`src/rtl/fbcpu_pkg.sv`:
```
// Shared types and defaults for the FB-CPU boot/reload controller.
// Holds the loader state enum, default RAM geometry and release length.
package fbcpu_pkg;

    localparam int LDR_ADDRESS_WIDTH = 6;
    localparam int LDR_DATA_WIDTH    = 10;
    localparam int RELEASE_CYCLES    = 2;

    typedef enum logic [2:0] {
        ST_HOLD,
        ST_LOAD,
        ST_RELEASE,
        ST_RUN,
        ST_ERR
    } ldr_state_t;

endpackage

```
`src/rtl/fbcpu_loader.sv`:
```
// Boot/reload controller: holds the FB-CPU in reset, streams an image into
// RAM words 0..N-1 over valid/ready, releases the core, then muxes the RAM
// port to the core. A new load_start aborts the running program and reloads.
//
// Ports:
//   clk, rst              clock, async active-low reset
//   load_start, run_start start a (re)load / release without loading
//   ld_valid/ld_data/ld_last, ld_ready   image source handshake
//   cpu_rst               active-high reset to the core
//   cpu_mar/cpu_mdr_in/cpu_ram_wr        core RAM request
//   ram_addr/ram_din/ram_we              RAM port
//   load_count, load_done, load_err      load status
module fbcpu_loader
    import fbcpu_pkg::*;
#(
    parameter int ADDRESS_WIDTH = LDR_ADDRESS_WIDTH,
    parameter int DATA_WIDTH    = LDR_DATA_WIDTH
) (
    input  logic                     clk,
    input  logic                     rst,
    input  logic                     load_start,
    input  logic                     run_start,
    input  logic                     ld_valid,
    input  logic [DATA_WIDTH-1:0]    ld_data,
    input  logic                     ld_last,
    output logic                     ld_ready,
    output logic                     cpu_rst,
    input  logic [ADDRESS_WIDTH-1:0] cpu_mar,
    input  logic [DATA_WIDTH-1:0]    cpu_mdr_in,
    input  logic                     cpu_ram_wr,
    output logic [ADDRESS_WIDTH-1:0] ram_addr,
    output logic [DATA_WIDTH-1:0]    ram_din,
    output logic                     ram_we,
    output logic [ADDRESS_WIDTH:0]   load_count,
    output logic                     load_done,
    output logic                     load_err
);

    localparam int CW = ADDRESS_WIDTH + 1;
    localparam int RW = (RELEASE_CYCLES > 1) ? $clog2(RELEASE_CYCLES) : 1;

    // Count value just before the accept that fills the last RAM word.
    localparam logic [CW-1:0] LAST_SLOT = CW'((1 << ADDRESS_WIDTH) - 1);
    localparam logic [RW-1:0] REL_LAST  = RW'(RELEASE_CYCLES - 1);

    ldr_state_t      r_state;
    ldr_state_t      w_next;
    logic [CW-1:0]   r_load_count;
    logic            r_load_err;
    logic            r_load_done;
    logic            r_from_load;
    logic [RW-1:0]   r_rel_cnt;
    logic            w_accept;
    logic            w_enter_load;
    logic            w_enter_rel;

    assign w_accept     = (r_state == ST_LOAD) && ld_valid;
    assign w_enter_load = (w_next == ST_LOAD) && (r_state != ST_LOAD);
    assign w_enter_rel  = (w_next == ST_RELEASE) && (r_state != ST_RELEASE);

    always_comb begin
        w_next = r_state;
        unique case (r_state)
            ST_HOLD: begin
                if (load_start)
                    w_next = ST_LOAD;
                else if (run_start)
                    w_next = ST_RELEASE;
            end
            ST_LOAD: begin
                // load_start is deliberately ignored while streaming.
                if (w_accept) begin
                    if (ld_last)
                        w_next = ST_RELEASE;
                    else if (r_load_count == LAST_SLOT)
                        w_next = ST_ERR;
                end
            end
            ST_RELEASE: begin
                if (load_start)
                    w_next = ST_LOAD;
                else if (r_rel_cnt == REL_LAST)
                    w_next = ST_RUN;
            end
            ST_RUN: begin
                if (load_start)
                    w_next = ST_LOAD;
            end
            ST_ERR: begin
                if (load_start)
                    w_next = ST_LOAD;
            end
            default: w_next = ST_HOLD;
        endcase
    end

    // RAM port: loader owns it on accepts, core owns it in RUN, idle otherwise.
    always_comb begin
        ld_ready = 1'b0;
        cpu_rst  = 1'b1;
        ram_addr = '0;
        ram_din  = '0;
        ram_we   = 1'b0;
        unique case (r_state)
            ST_LOAD: begin
                ld_ready = 1'b1;
                if (ld_valid) begin
                    ram_we   = 1'b1;
                    ram_addr = r_load_count[ADDRESS_WIDTH-1:0];
                    ram_din  = ld_data;
                end
            end
            ST_RUN: begin
                cpu_rst  = 1'b0;
                ram_addr = cpu_mar;
                ram_din  = cpu_mdr_in;
                ram_we   = cpu_ram_wr;
            end
            default: ;
        endcase
    end

    always_ff @(posedge clk or negedge rst) begin
        if (!rst) begin
            r_state      <= ST_HOLD;
            r_load_count <= '0;
            r_load_err   <= 1'b0;
            r_load_done  <= 1'b0;
            r_from_load  <= 1'b0;
            r_rel_cnt    <= '0;
        end else begin
            r_state <= w_next;

            r_load_done <= (r_state == ST_RELEASE) && (w_next == ST_RUN)
                           && r_from_load;

            if (w_enter_load)
                r_load_count <= '0;
            else if (w_accept)
                r_load_count <= r_load_count + 1'b1;

            if (w_enter_load)
                r_load_err <= 1'b0;
            else if (w_next == ST_ERR)
                r_load_err <= 1'b1;

            // Remember whether this release follows a load (for load_done).
            if (w_enter_rel) begin
                r_rel_cnt   <= '0;
                r_from_load <= (r_state == ST_LOAD);
            end else if (r_state == ST_RELEASE) begin
                r_rel_cnt <= r_rel_cnt + 1'b1;
            end
        end
    end

    assign load_count = r_load_count;
    assign load_done  = r_load_done;
    assign load_err   = r_load_err;

endmodule
```
`config.mk`:
```
export PLATFORM = sky130hd
export DESIGN_NAME = fbcpu_loader
export DESIGN_NICKNAME = d
export VERILOG_FILES = /design/src/rtl/fbcpu_pkg.sv /design/src/rtl/fbcpu_loader.sv
export SDC_FILE = /design/constraint.sdc
export NUM_CORES = 1
export LEC_CHECK = 0
export BUFFER_PORTS_ARGS = -buffer_cell sky130_fd_sc_hd__clkbuf_2
export CELL_PAD_IN_SITES_DETAIL_PLACEMENT = 1
export CELL_PAD_IN_SITES_GLOBAL_PLACEMENT = 1
export CORE_UTILIZATION = 29
export DETAILED_ROUTE_END_ITERATION = 8
export PLACE_DENSITY_LB_ADDON = 0.1
export SETUP_SLACK_MARGIN = 0.05
export SLEW_MARGIN = 5
export SYNTH_ARGS = -nofsm -noshare
export SYNTH_HDL_FRONTEND = slang
export SYNTH_SLANG_ARGS = --single-unit
export TNS_END_PERCENT = 50
```
`constraint.sdc`:
```
create_clock -name clk -period 1.8 [get_ports clk]
set_input_delay 0.45 -clock clk [delete_from_list [all_inputs] [get_ports clk]]
set_output_delay 0.45 -clock clk [all_outputs]
set_load 0.02 [all_outputs]
```
== Word level (Yosys, flattened, before mapping) ==
Cells that the tools add are included.

* Reduce and logical (&&, ||, !) cells: 10
* Add/sub/neg operators: 2
* Multiplexer cells: 23
* Equal/unequal tests: 11

{| class="wikitable"
|+ Operators with widths
! cell !! count
|-
| $mux 3 || 8
|-
| $pmux 10 s2 || 1
|-
| $mux 7 || 2
|-
| $eq 3x2->1 const B || 4
|-
| $pmux 3 s4 || 1
|-
| $pmux 6 s2 || 1
|-
| $mux 10 || 1
|-
| $add 7x1->7 const B || 1
|-
| $eq 7x6->1 const B || 1
|-
| $mux 1 || 7
|-
| $eq 3x1->1 const B || 2
|-
| $eq 3x3->1 const B || 2
|-
| $mux 6 || 1
|-
| $reduce_bool 2->1 || 3
|-
| $logic_and 1x1->1 || 5
|-
| $logic_not 3->1 || 1
|-
| $ne 3x1->1 const B || 1
|-
| $ne 3x2->1 const B || 1
|-
| $pmux 1 s2 || 1
|-
| $reduce_or 2->1 || 1
|-
| $add 1x1->1 const B || 1
|}

* Output and inout bits: 28
* Word-level logic and storage cells: 52
* Register bits: 14
* Bits of input ports: 33

== Longest topological paths before layout ==
* Depth after elaboration: 8
* Gate-level depth with buffers: 7
* Gate-level depth less buffers: 5

== Worst setup path before layout ==
No wires, ideal clock.

* Path kind: register -> output
* From: reg r_state[2]
* To: out ram_din[1]
* Arrival: 1.278 ns
* Stages on the path, launching flop included: 5
* Slack: 0.072 ns
* Buffers on the path: 2
* Data required time: 1.350 ns
* Cells stage by stage: dfrtp_1 > buf_2 > nor3b_4 > buf_6 > a22o_1

* Cells in the longest elaborated chain, start to end: 2
* Elaborated cells on any way between the ends: 3
* Those cells by class: eq/ne: 2; mux: 1

{| class="wikitable"
|+ Ends and longest elaborated chain
! item !! line !! source
|-
| start, declared || fbcpu_loader.sv:46 || <nowiki>ldr_state_t r_state;</nowiki>
|-
| start signal, assigned || fbcpu_loader.sv:132 || <nowiki>r_state <= w_next;</nowiki>
|-
| $eq 3x2->1 or $eq 3x1->1 (tied branches) || fbcpu_loader.sv:104 || <nowiki>unique case (r_state)</nowiki>
|-
| $pmux 10 s2 (*) || fbcpu_loader.sv:104 ||
|-
| end, declared || fbcpu_loader.sv:32 || <nowiki>output logic [DATA_WIDTH-1:0] ram_din,</nowiki>
|}

Mark *: on every way between the ends. The rest lies on a longest branch, timed or not.

== Worst setup path after layout ==
* From: reg r_state[2]
* To: out ram_din[5]

The elaborated chain is that of the path after synthesis.

==> impl_metrics.yaml <==
critical_path:
  setup.worst_path.class: "reg2out"
  critPathRequiredTime_ns: 1.35
  start_kind: "register"
  rrSetupSlack_ns: 0.10
  cpMaxStageDelayCell: "dfrtp_1"
  end_kind: "output pin"
  worstPathArrival_ns: 1.53
  critical_path.cell_chain: "and4bb_4 > buf_6 > a22o_1 > clkbuf_8"
  worstPathMaxFanout: 5
  cpPeakStageDelay_ns: 0.43
clocking:
  cts_root_buf: "clkbuf_4"
  path_clk_slew_ns: 0.09
  clock_path_buffers: 2
  cts_tree: "yes"
  cts.sinks: 14
  hold_buffers: 0
  cts_inserted_buffers: 3
  htreeDepth: 1
  insertion_delay_ns: 0.28
global_routing:
  grt_overflow_total: 0
  grt_max_degree: 19
  grt_first_pass_wirelength_um: 4800
  grt_antenna_before_repair: 0
  grtUsageTotal: 0.189
  grt_pass1_vias: 1003
place:
  dp_hpwl_um: 2300
  place_congestion: 0.807
  io_buffers: 60
  post_dp_cell_area_mm2: 0.00131
floorplan:
  dieHeight_um: 59.2
  die_area_mm2: 0.00350
  num_rows: 20
  coreArea_mm2: 0.00308
  io_pins: 61
  initial_core_util: 0.308
  die_w_um: 59.2
power_and_ir_drop:
  total_power_mw: 1.87
  p_leak_nw: 0.805
  pwr_density_cell_mw_per_mm2: 1210
  vdd_ir_drop_max_mv: 0.566
detailed_routing:
  wirelength_um: 3320
  firstDrtPassIters: 3
  via_per_inst: 5.17
  drc: 0
  vias: 1066
  drt-initial-drc-count: 23
  wire_per_inst_um: 16.1
  antenna_left: 0
cells_and_area:
  fillers: 365
  n_antenna_cell: 0
  syn_to_final_growth_pct: 62.7
  drive_above_1_share: 0.512
  final_area_mm2: 0.00154
  fin_nets: 198
  final_util: 0.501
synth:
  synth.distinct_cells: 39
  netlist_area_um2: 948
  syn_area_per_cell_um2: 9.88
  synthTopCellsByArea: "dfrtp_1 (37%), a22o_1 (15%), nand2_1 (3.2%)"
  ys_warn_count: 0
  syn_inst: 96
  synth.most_common_cell: "a22o_1"
  yosys-top-cells-count: "a22o_1 (16), dfrtp_1 (14), nand2_1 (8)"
  ys_seq_area_frac: 0.369
  synth_top_area_cell: "dfrtp_1"
  yosys_most_used_dff: "dfrtp_1"
  async_flop_share: 1.00
  synth-edff-count: 0
  synth_seq_cells: 14
  yosysTopAreaCellShare: 0.369
  syn_nets: 130
sta:
  slew_headroom: 0.749
  fmax_mhz: 505
  hold_viol: 0
  finalSetupViolations: 19
  finClkSkew_ns: 0.00131
  slew_viol_final: 0
  period_needed_ns: 1.98
  worstMarginPinSlew_ns: 0.377
  fin_crit_sh: 1.10
  fin_ws_ns: -0.180
  rsz0062_at_grt: "true"
outcome:
  violations: "setup timing"
  status: "finished, violations left"
flow_run:
  cap_violations: 0
min_path:
  min_path_type: "in2async"
==> critical path, delay by kind of cell (launching register included) <==
| family | cells | cell delay [ns] |
|---|---|---|
| AOI/OAI and AO/OA | 1 | 0.15 |
| DFF | 1 | 0.43 |
| and+or+nand+nor | 1 | 0.39 |
| buffers and inverters | 2 | 0.28 |
==> layer usage <==
| layer | up-vias | global-route usage | share of wire |
|---|---|---|---|
| li1 | 499 | - | - |
| met1 | 524 | 0.213 | 0.40 |
| met2 | 39 | 0.352 | 0.54 |
| met3 | 4 | 0.0349 | 0.051 |
| met4 | 0 | 0.0612 | 0.0081 |
| met5 | - | 0 | 0 |
==> placed cells by master, fill, tap and decap left out, drive strengths merged, types with 2 or more instances in the layout <==
cell and n:
clkbuf 55, buf 18, a22o 16, dfrtp 14, nand2 10, nor2 6, a21oi 4, and3 3
a21o 3, xor2 3, nor3b 3, nor3 3, o21ai 3, nand3b 2, inv 2, o31ai 2
nand4 2
==> per-stage QoR <==
stage / hold WS, ns / setup TNS (ns) / cells / setup slack, ns
final: 0.0640 / -2.60 / 206 / -0.180
after global routing: 0.0823 / -3.86 / 206 / -0.240
after CTS: 0.0769 / -2.06 / 204 / -0.144
after detailed placement: 0.389 / 0 / 200 / 0.0745
after global placement: 0.379 / 0 / 200 / 0.108
after floorplan: 0.154 / 0 / 96 / 0.0723
==> power by group <==
part           internal (mW)  switching (mW)
Clock                 0.0777           0.106
Combinational          0.633           0.615
Sequential             0.377          0.0659
Total                   1.09           0.787
==> final cells by class <==
type	instances	area, µm²	share of cell area
Timing Repair Buffer	70	544	0.353
Clock buffer	3	22.5	0.0146
Sequential cell	14	350	0.227
Inverter	2	7.51	0.00487
Multi-Input combinational cell	73	563	0.365
Tap cell	44	55.1	0.0357
==> path summary, 6_finish.rpt <==
kind                              from       endpoint  cells after the start
max reg2reg                 r_state[2]  load_count[4]                      7
max                         r_state[2]     ram_din[5]                      4
min                                rst    r_from_load                      1
min reg2reg                r_from_load    r_from_load                      2
min in group clk             run_start    r_from_load                      4
max in group asynchronous          rst  load_count[0]                      1
==> kinds of logic (layout without fill, tap and decap cells) <==
family,Yosys count,after routing,synth area share
mux,1,1,0.0106
flops,14,14,0.369
buf+inv,9,75,0.0673
compound gates,32,32,0.265
xor+xnor,4,4,0.0369
fa+ha+maj,1,1,0.0132
simple gates,35,35,0.237
==> repair_timing <==
item | in CTS | in global routing
buffers inserted | 1 | 1
gates cloned | 0 | 1
gates resized for setup | 21 | 36
pin swaps | 4 | 4
endpoints found under the setup margin | 19 | 19
==> state kept, by name (all words and copies together), names as in the netlist <==
| register | cells |
|---|---|
| load_count | 7 |
| r_state | 3 |
| load_done | 1 |
| load_err | 1 |
| r_from_load | 1 |
| r_rel_cnt | 1 |
No activity file was read; power rests on OpenSTA's default activity.
